`config.mk`:
```
export PLATFORM = sky130hd
export DESIGN_NAME = pipeline_ctrl
export DESIGN_NICKNAME = d
export VERILOG_FILES = /design/src/rtl/pipeline_ctrl.sv
export SDC_FILE = /design/constraint.sdc
export NUM_CORES = 1
export LEC_CHECK = 0
export ABC_AREA = 1
export CORE_MARGIN = 5
export CORE_UTILIZATION = 53
export CTS_CLUSTER_DIAMETER = 150
export DETAILED_ROUTE_END_ITERATION = 10
export GPL_TIMING_DRIVEN = 0
export PLACE_DENSITY = 0.86
export SETUP_SLACK_MARGIN = 0.15
export SLEW_MARGIN = 40
export SYNTH_ARGS = -nofsm -noshare
export SYNTH_HDL_FRONTEND = slang
export SYNTH_SLANG_ARGS = --single-unit
```
`constraint.sdc`:
```
create_clock -name clock -period 2.3 [get_ports clock]
set_clock_uncertainty 0.15 [all_clocks]
set_input_delay 0.23 -clock clock [delete_from_list [all_inputs] [get_ports clock]]
set_output_delay 0.23 -clock clock [all_outputs]
set_load 0.01 [all_outputs]
```
`src/rtl/pipeline_ctrl.sv`:
```
// Sequencing controller for the 5-stage pipeline: hazard decode, data-memory
// handshake with timeout, debug halt/drain/single-step and performance counters.
module pipeline_ctrl #(
  parameter int DRAIN_CYCLES = 4,
  parameter int MEM_TIMEOUT  = 16,
  parameter int CNT_W        = 32
) (
  input  logic             clock,
  input  logic             reset,
  input  logic [4:0]       id_rs1,
  input  logic [4:0]       id_rs2,
  input  logic             id_uses_rs1,
  input  logic             id_uses_rs2,
  input  logic             ex_memread,
  input  logic [4:0]       ex_rd,
  input  logic             ex_branch_taken,
  input  logic             mem_access,
  input  logic             mem_ack,
  input  logic             wb_valid,
  input  logic             dbg_halt,
  input  logic             dbg_step,
  input  logic             dbg_resume,
  output logic             pc_write,
  output logic             if_id_write,
  output logic             id_ex_write,
  output logic             ex_mem_write,
  output logic             mem_wb_write,
  output logic             if_id_flush,
  output logic             id_ex_flush,
  output logic             mem_req,
  output logic             halted,
  output logic             mem_error,
  output logic [CNT_W-1:0] cycle_count,
  output logic [CNT_W-1:0] retire_count,
  output logic [CNT_W-1:0] stall_count,
  output logic [CNT_W-1:0] flush_count
);

  localparam int DW = $clog2(DRAIN_CYCLES + 1);
  localparam int TW = $clog2(MEM_TIMEOUT + 1);

  typedef enum logic [2:0] {RUN, MEM_WAIT, HALTING, HALTED, STEP} state_t;

  state_t        state, ret_state, eff_state, nxt_state;
  logic [DW-1:0] drain_cnt, nxt_drain;
  logic [TW-1:0] wait_cnt;
  logic          active, freeze, hazard, branch, load_use;

  // On the ack cycle of a memory wait the pipeline behaves as in the state it came from.
  always_comb begin
    eff_state = (state == MEM_WAIT) ? ret_state : state;
    active    = (state == RUN) || (state == HALTING) || (state == STEP);
    freeze    = (active && mem_access && !mem_ack) || ((state == MEM_WAIT) && !mem_ack);
    hazard    = ex_memread && (ex_rd != 5'd0) &&
                ((id_uses_rs1 && (id_rs1 == ex_rd)) || (id_uses_rs2 && (id_rs2 == ex_rd)));
    branch    = !freeze && ex_branch_taken && (eff_state != HALTED);
    load_use  = !freeze && !ex_branch_taken && hazard &&
                ((eff_state == RUN) || (eff_state == STEP));
  end

  always_comb begin
    pc_write     = 1'b1;
    if_id_write  = 1'b1;
    id_ex_write  = 1'b1;
    ex_mem_write = 1'b1;
    mem_wb_write = 1'b1;
    if_id_flush  = 1'b0;
    id_ex_flush  = 1'b0;
    mem_req      = 1'b0;
    halted       = 1'b0;
    if (reset) begin
      pc_write     = 1'b0;
      if_id_write  = 1'b0;
      id_ex_write  = 1'b0;
      ex_mem_write = 1'b0;
      mem_wb_write = 1'b0;
      if_id_flush  = 1'b1;
      id_ex_flush  = 1'b1;
    end else begin
      mem_req = (state == MEM_WAIT) || ((state != HALTED) && mem_access);
      halted  = (state == HALTED);
      if (freeze || (eff_state == HALTED)) begin
        pc_write     = 1'b0;
        if_id_write  = 1'b0;
        id_ex_write  = 1'b0;
        ex_mem_write = 1'b0;
        mem_wb_write = 1'b0;
      end else if (eff_state == HALTING) begin
        pc_write    = 1'b0;
        if_id_flush = 1'b1;
        id_ex_flush = branch;
      end else if (branch) begin
        if_id_flush = 1'b1;
        id_ex_flush = 1'b1;
      end else if (load_use) begin
        pc_write    = 1'b0;
        if_id_write = 1'b0;
        id_ex_flush = 1'b1;
      end
    end
  end

  // Progression of the effective state on a non-frozen cycle.
  always_comb begin
    nxt_state = eff_state;
    nxt_drain = drain_cnt;
    case (eff_state)
      RUN: begin
        if (dbg_halt && (state == RUN)) begin
          nxt_state = HALTING;
          nxt_drain = DW'(DRAIN_CYCLES);
        end
      end
      HALTING: begin
        if (drain_cnt <= DW'(1)) begin
          nxt_state = HALTED;
          nxt_drain = '0;
        end else begin
          nxt_drain = drain_cnt - DW'(1);
        end
      end
      STEP: begin
        if (!load_use) begin
          nxt_state = HALTING;
          nxt_drain = DW'(DRAIN_CYCLES);
        end
      end
      HALTED: begin
        if (dbg_resume)    nxt_state = RUN;
        else if (dbg_step) nxt_state = STEP;
      end
      default: nxt_state = RUN;
    endcase
  end

  always_ff @(posedge clock) begin
    if (reset) begin
      state        <= RUN;
      ret_state    <= RUN;
      drain_cnt    <= '0;
      wait_cnt     <= '0;
      mem_error    <= 1'b0;
      cycle_count  <= '0;
      retire_count <= '0;
      stall_count  <= '0;
      flush_count  <= '0;
    end else begin
      cycle_count <= cycle_count + CNT_W'(1);
      if (wb_valid && mem_wb_write) retire_count <= retire_count + CNT_W'(1);
      if (freeze || load_use)       stall_count  <= stall_count + CNT_W'(1);
      if (branch)                   flush_count  <= flush_count + CNT_W'(1);

      if ((state == MEM_WAIT) && !mem_ack) begin
        if (wait_cnt == TW'(MEM_TIMEOUT - 1)) begin
          state     <= HALTED;
          mem_error <= 1'b1;
          wait_cnt  <= '0;
        end else begin
          wait_cnt <= wait_cnt + TW'(1);
        end
      end else if (freeze) begin
        // A halt request arriving on a stalled RUN cycle is kept as the return state.
        state    <= MEM_WAIT;
        wait_cnt <= '0;
        if ((state == RUN) && dbg_halt) begin
          ret_state <= HALTING;
          drain_cnt <= DW'(DRAIN_CYCLES);
        end else begin
          ret_state <= state;
        end
      end else begin
        state     <= nxt_state;
        drain_cnt <= nxt_drain;
        wait_cnt  <= '0;
      end
    end
  end

endmodule

```
==> results of run 1 <==
[worst max-delay path, stage by stage (launching register included)]
cell     delay, ns
dfxtp_4       0.41
inv_6         0.06
nand2_4       0.07
nor2_4        0.04
nand2_4       0.10
nand2_8       0.09
buf_12        0.13
nor3_4        0.19
nand2_2       0.11
nor2_4        0.12
buf_6         0.11
[metrics by stage]
stage	hold slack, ns	total power (W)	cells
floorplan	0.253	0.00297	1307
global placement	0.281	0.00320	1681
detailed placement	0.301	0.00321	1681
CTS	0.257	0.00594	1734
global route	0.283	0.00626	1745
finish	0.267	0.00606	1745
[layer usage]
metal,routed length (um),vias up,global-route usage [%],share of wire [%]
met4,960,0,11.1,3.4
li1,-,4627,-,-
met5,0,-,0,0
met2,13400,514,49.4,47
met1,11500,4404,37.6,41
met3,2470,104,6.50,8.7
[kinds of logic after synthesis]
group / share of synthesized area (%)
buf+inv: 7.79
flops: 34.5
simple gates: 40.8
compound gates: 9.41
fa+ha+maj: 1.21
xor+xnor: 6.33
[placed cells by master (no fill, tap or decap), types with 8 or more instances in the layout]
cell and n:
clkbuf_1 13, clkbuf_16 21, nand4_1 22, dfxtp_1 138
nor3b_1 12, nor3_1 51, buf_4 33, inv_1 109
buf_6 10, a21oi_2 15, nor2_4 10, nand2_1 416
xor2_1 40, o21ai_0 24, clkdlybuf4s50_1 154, nand2_2 8
nand3_1 51, nand3b_1 11, a21oi_1 96, xnor2_1 20
nor2_1 179
[final timing paths]
path                endpoint  slack (ns)
max reg2reg  retire_count[8]        0.16
min                 state[2]        0.27
min reg2reg        mem_error        0.30
max                 pc_write        0.04
[layout make-up]
type                       count  area, sq um
fill                        1197         3780
inverter                     117          469
timing repair buffer         195         2000
multi-input combinational   1013         5050
clock buffer                  26          509
tap                          211          264
sequential                   143         2880
clock inverter                 6         55.1
buffer                        34          249
[what timing repair did]
item	CTS	global route
pin swaps	13	13
buffers inserted	21	7
cloned	0	4
setup endpoints to repair	14	61
resized for setup	73	67
[flip-flops by register name (all words and copies together), names as in the netlist]
signal	flops
flush_count	32
state	3
retire_count	32
drain_cnt	3
wait_cnt	5
ret_state	3
mem_error	1
cycle_count	32
stall_count	32
[power by group through the flow]
stage               logic [W]  clock network [W]  registers (W)
floorplan            0.000370                  0        0.00260
global placement     0.000603                  0        0.00260
detailed placement   0.000615                  0        0.00260
CTS                  0.000705            0.00269        0.00255
global route         0.000893            0.00281        0.00256
finish               0.000832            0.00267        0.00255
==> results.json, run 1 <==
{
  "hpwl_mm": 19.5,
  "diodes": 0,
  "synth_common_cells": "nand2_1 (423), nor2_1 (188), dfxtp_1 (143)",
  "drive_above_1_share_pct": 11.0,
  "io_buffers": 163,
  "ir_worst_vdd_uv": 548,
  "dp_slack_ns": -0.478,
  "hold_viol_final": 0,
  "finalSetupViolations": 0,
  "ios": 165,
  "gp_congestion": 0.947,
  "netlist_instances": 1307,
  "seq_power_share_pct": 42.2,
  "synth_area_sq_mm": 0.00830,
  "p_int_w": 0.00449,
  "synth.net_count": 1342,
  "hold_path.class": "in2reg",
  "fmax_ghz": 0.443,
  "setup_tns_ns": 0,
  "syn_area_per_cell_sq_um": 6.35,
  "final_core_util_pct": 75.2,
  "ctsHoldBuffers": 0,
  "yosysTopAreaCell": "dfxtp_1",
  "root_buffer": "clkbuf_16",
  "switching_power_w": 0.00157,
  "htree_levels": 4,
  "via_count": 9649,
  "synth_top_area_share_pct": 34.5,
  "wl_per_cell_um": 16.2,
  "reg2reg_from": "state[2]",
  "fin_area_sq_mm": 0.0115,
  "antenna_found_initial": 0,
  "numClockSinks": 143,
  "fin_ws_ns": 0.0445,
  "clk_pin_slew_ns": 0.06,
  "synthArstFlopShare_pct": 0,
  "rr_worst_depth": 15,
  "die_area_sq_mm": 0.0183,
  "slew_headroom_pct": 46.7,
  "synth_area_leaders": "dfxtp_1 (34%), nand2_1 (19%), nor2_1 (8.5%)",
  "cts_buffers": 17,
  "final_nets": 1556,
  "synth_ff_type": "dfxtp_1",
  "min_period_ns": 2.26,
  "synth.distinct_cells": 40,
  "min_path_cells": 3,
  "worst_pin_slew_ns": 0.799,
  "startpoint_type": "flip-flop",
  "synth_edf_count": 0,
  "period_share_pct": 98.1,
  "placed_area_sq_mm": 0.0102,
  "maxCapViolCount": 0,
  "routed_wl_mm": 28.4,
  "synth_most_common_cell": "nand2_1",
  "status": "complete, no violations",
  "clk_latency_ns": 0.42,
  "cp.arrival_ns": 1.88,
  "via_per_inst": 5.53,
  "route.detailed.drc": 0,
  "min_from": "dbg_step",
  "cp_max_fo": 5,
  "yosys_warnings": 0,
  "fp.dieH_um": 135,
  "crit_type": "reg2out",
  "ys_ff_latch": 143,
  "cts_tree": "done",
  "required_ns": 1.92,
  "p_comb_share_pct": 13.7,
  "die_w_um": 135,
  "grt_setup_unrepaired": "true",
  "ys_seq_area_share_pct": 34.5,
  "syn2layout_area_growth_pct": 38.2,
  "drtPass1Iterations": 6,
  "start_util_pct": 54.4,
  "grt.overflow.total": 0,
  "grt_pass1_vias": 9002,
  "end_kind": "output port",
  "grt_max_degree": 17,
  "dr.first_iter.drc_count": 1034,
  "p_per_area_mw_per_mm2": 528,
  "row_count": 45,
  "core_sq_mm": 0.0153,
  "p_leak_nw": 4.14,
  "grt_pass1_wl_mm": 44.4,
  "clockBufferDepth": 2,
  "critPathLaunch": "state[2]",
  "pwr-share-clk_pct": 44.1,
  "grtUsageTotal_pct": 29.6,
  "finalMaxSlewViolations": 0,
  "antenna_left": 0,
  "switching_share_pct": 25.9
}
(Power assumes the default switching activity.)
==> run 2, diff against run 1 <==
--- a/config.mk
+++ b/config.mk
@@ -13,7 +13,6 @@
 export GPL_TIMING_DRIVEN = 0
 export PLACE_DENSITY = 0.86
 export SETUP_SLACK_MARGIN = 0.15
-export SLEW_MARGIN = 40
 export SYNTH_ARGS = -nofsm -noshare
 export SYNTH_HDL_FRONTEND = slang
 export SYNTH_SLANG_ARGS = --single-unit
==> results of run 2 <==
Final layout, timing and power as in run 1 (identical DEF).
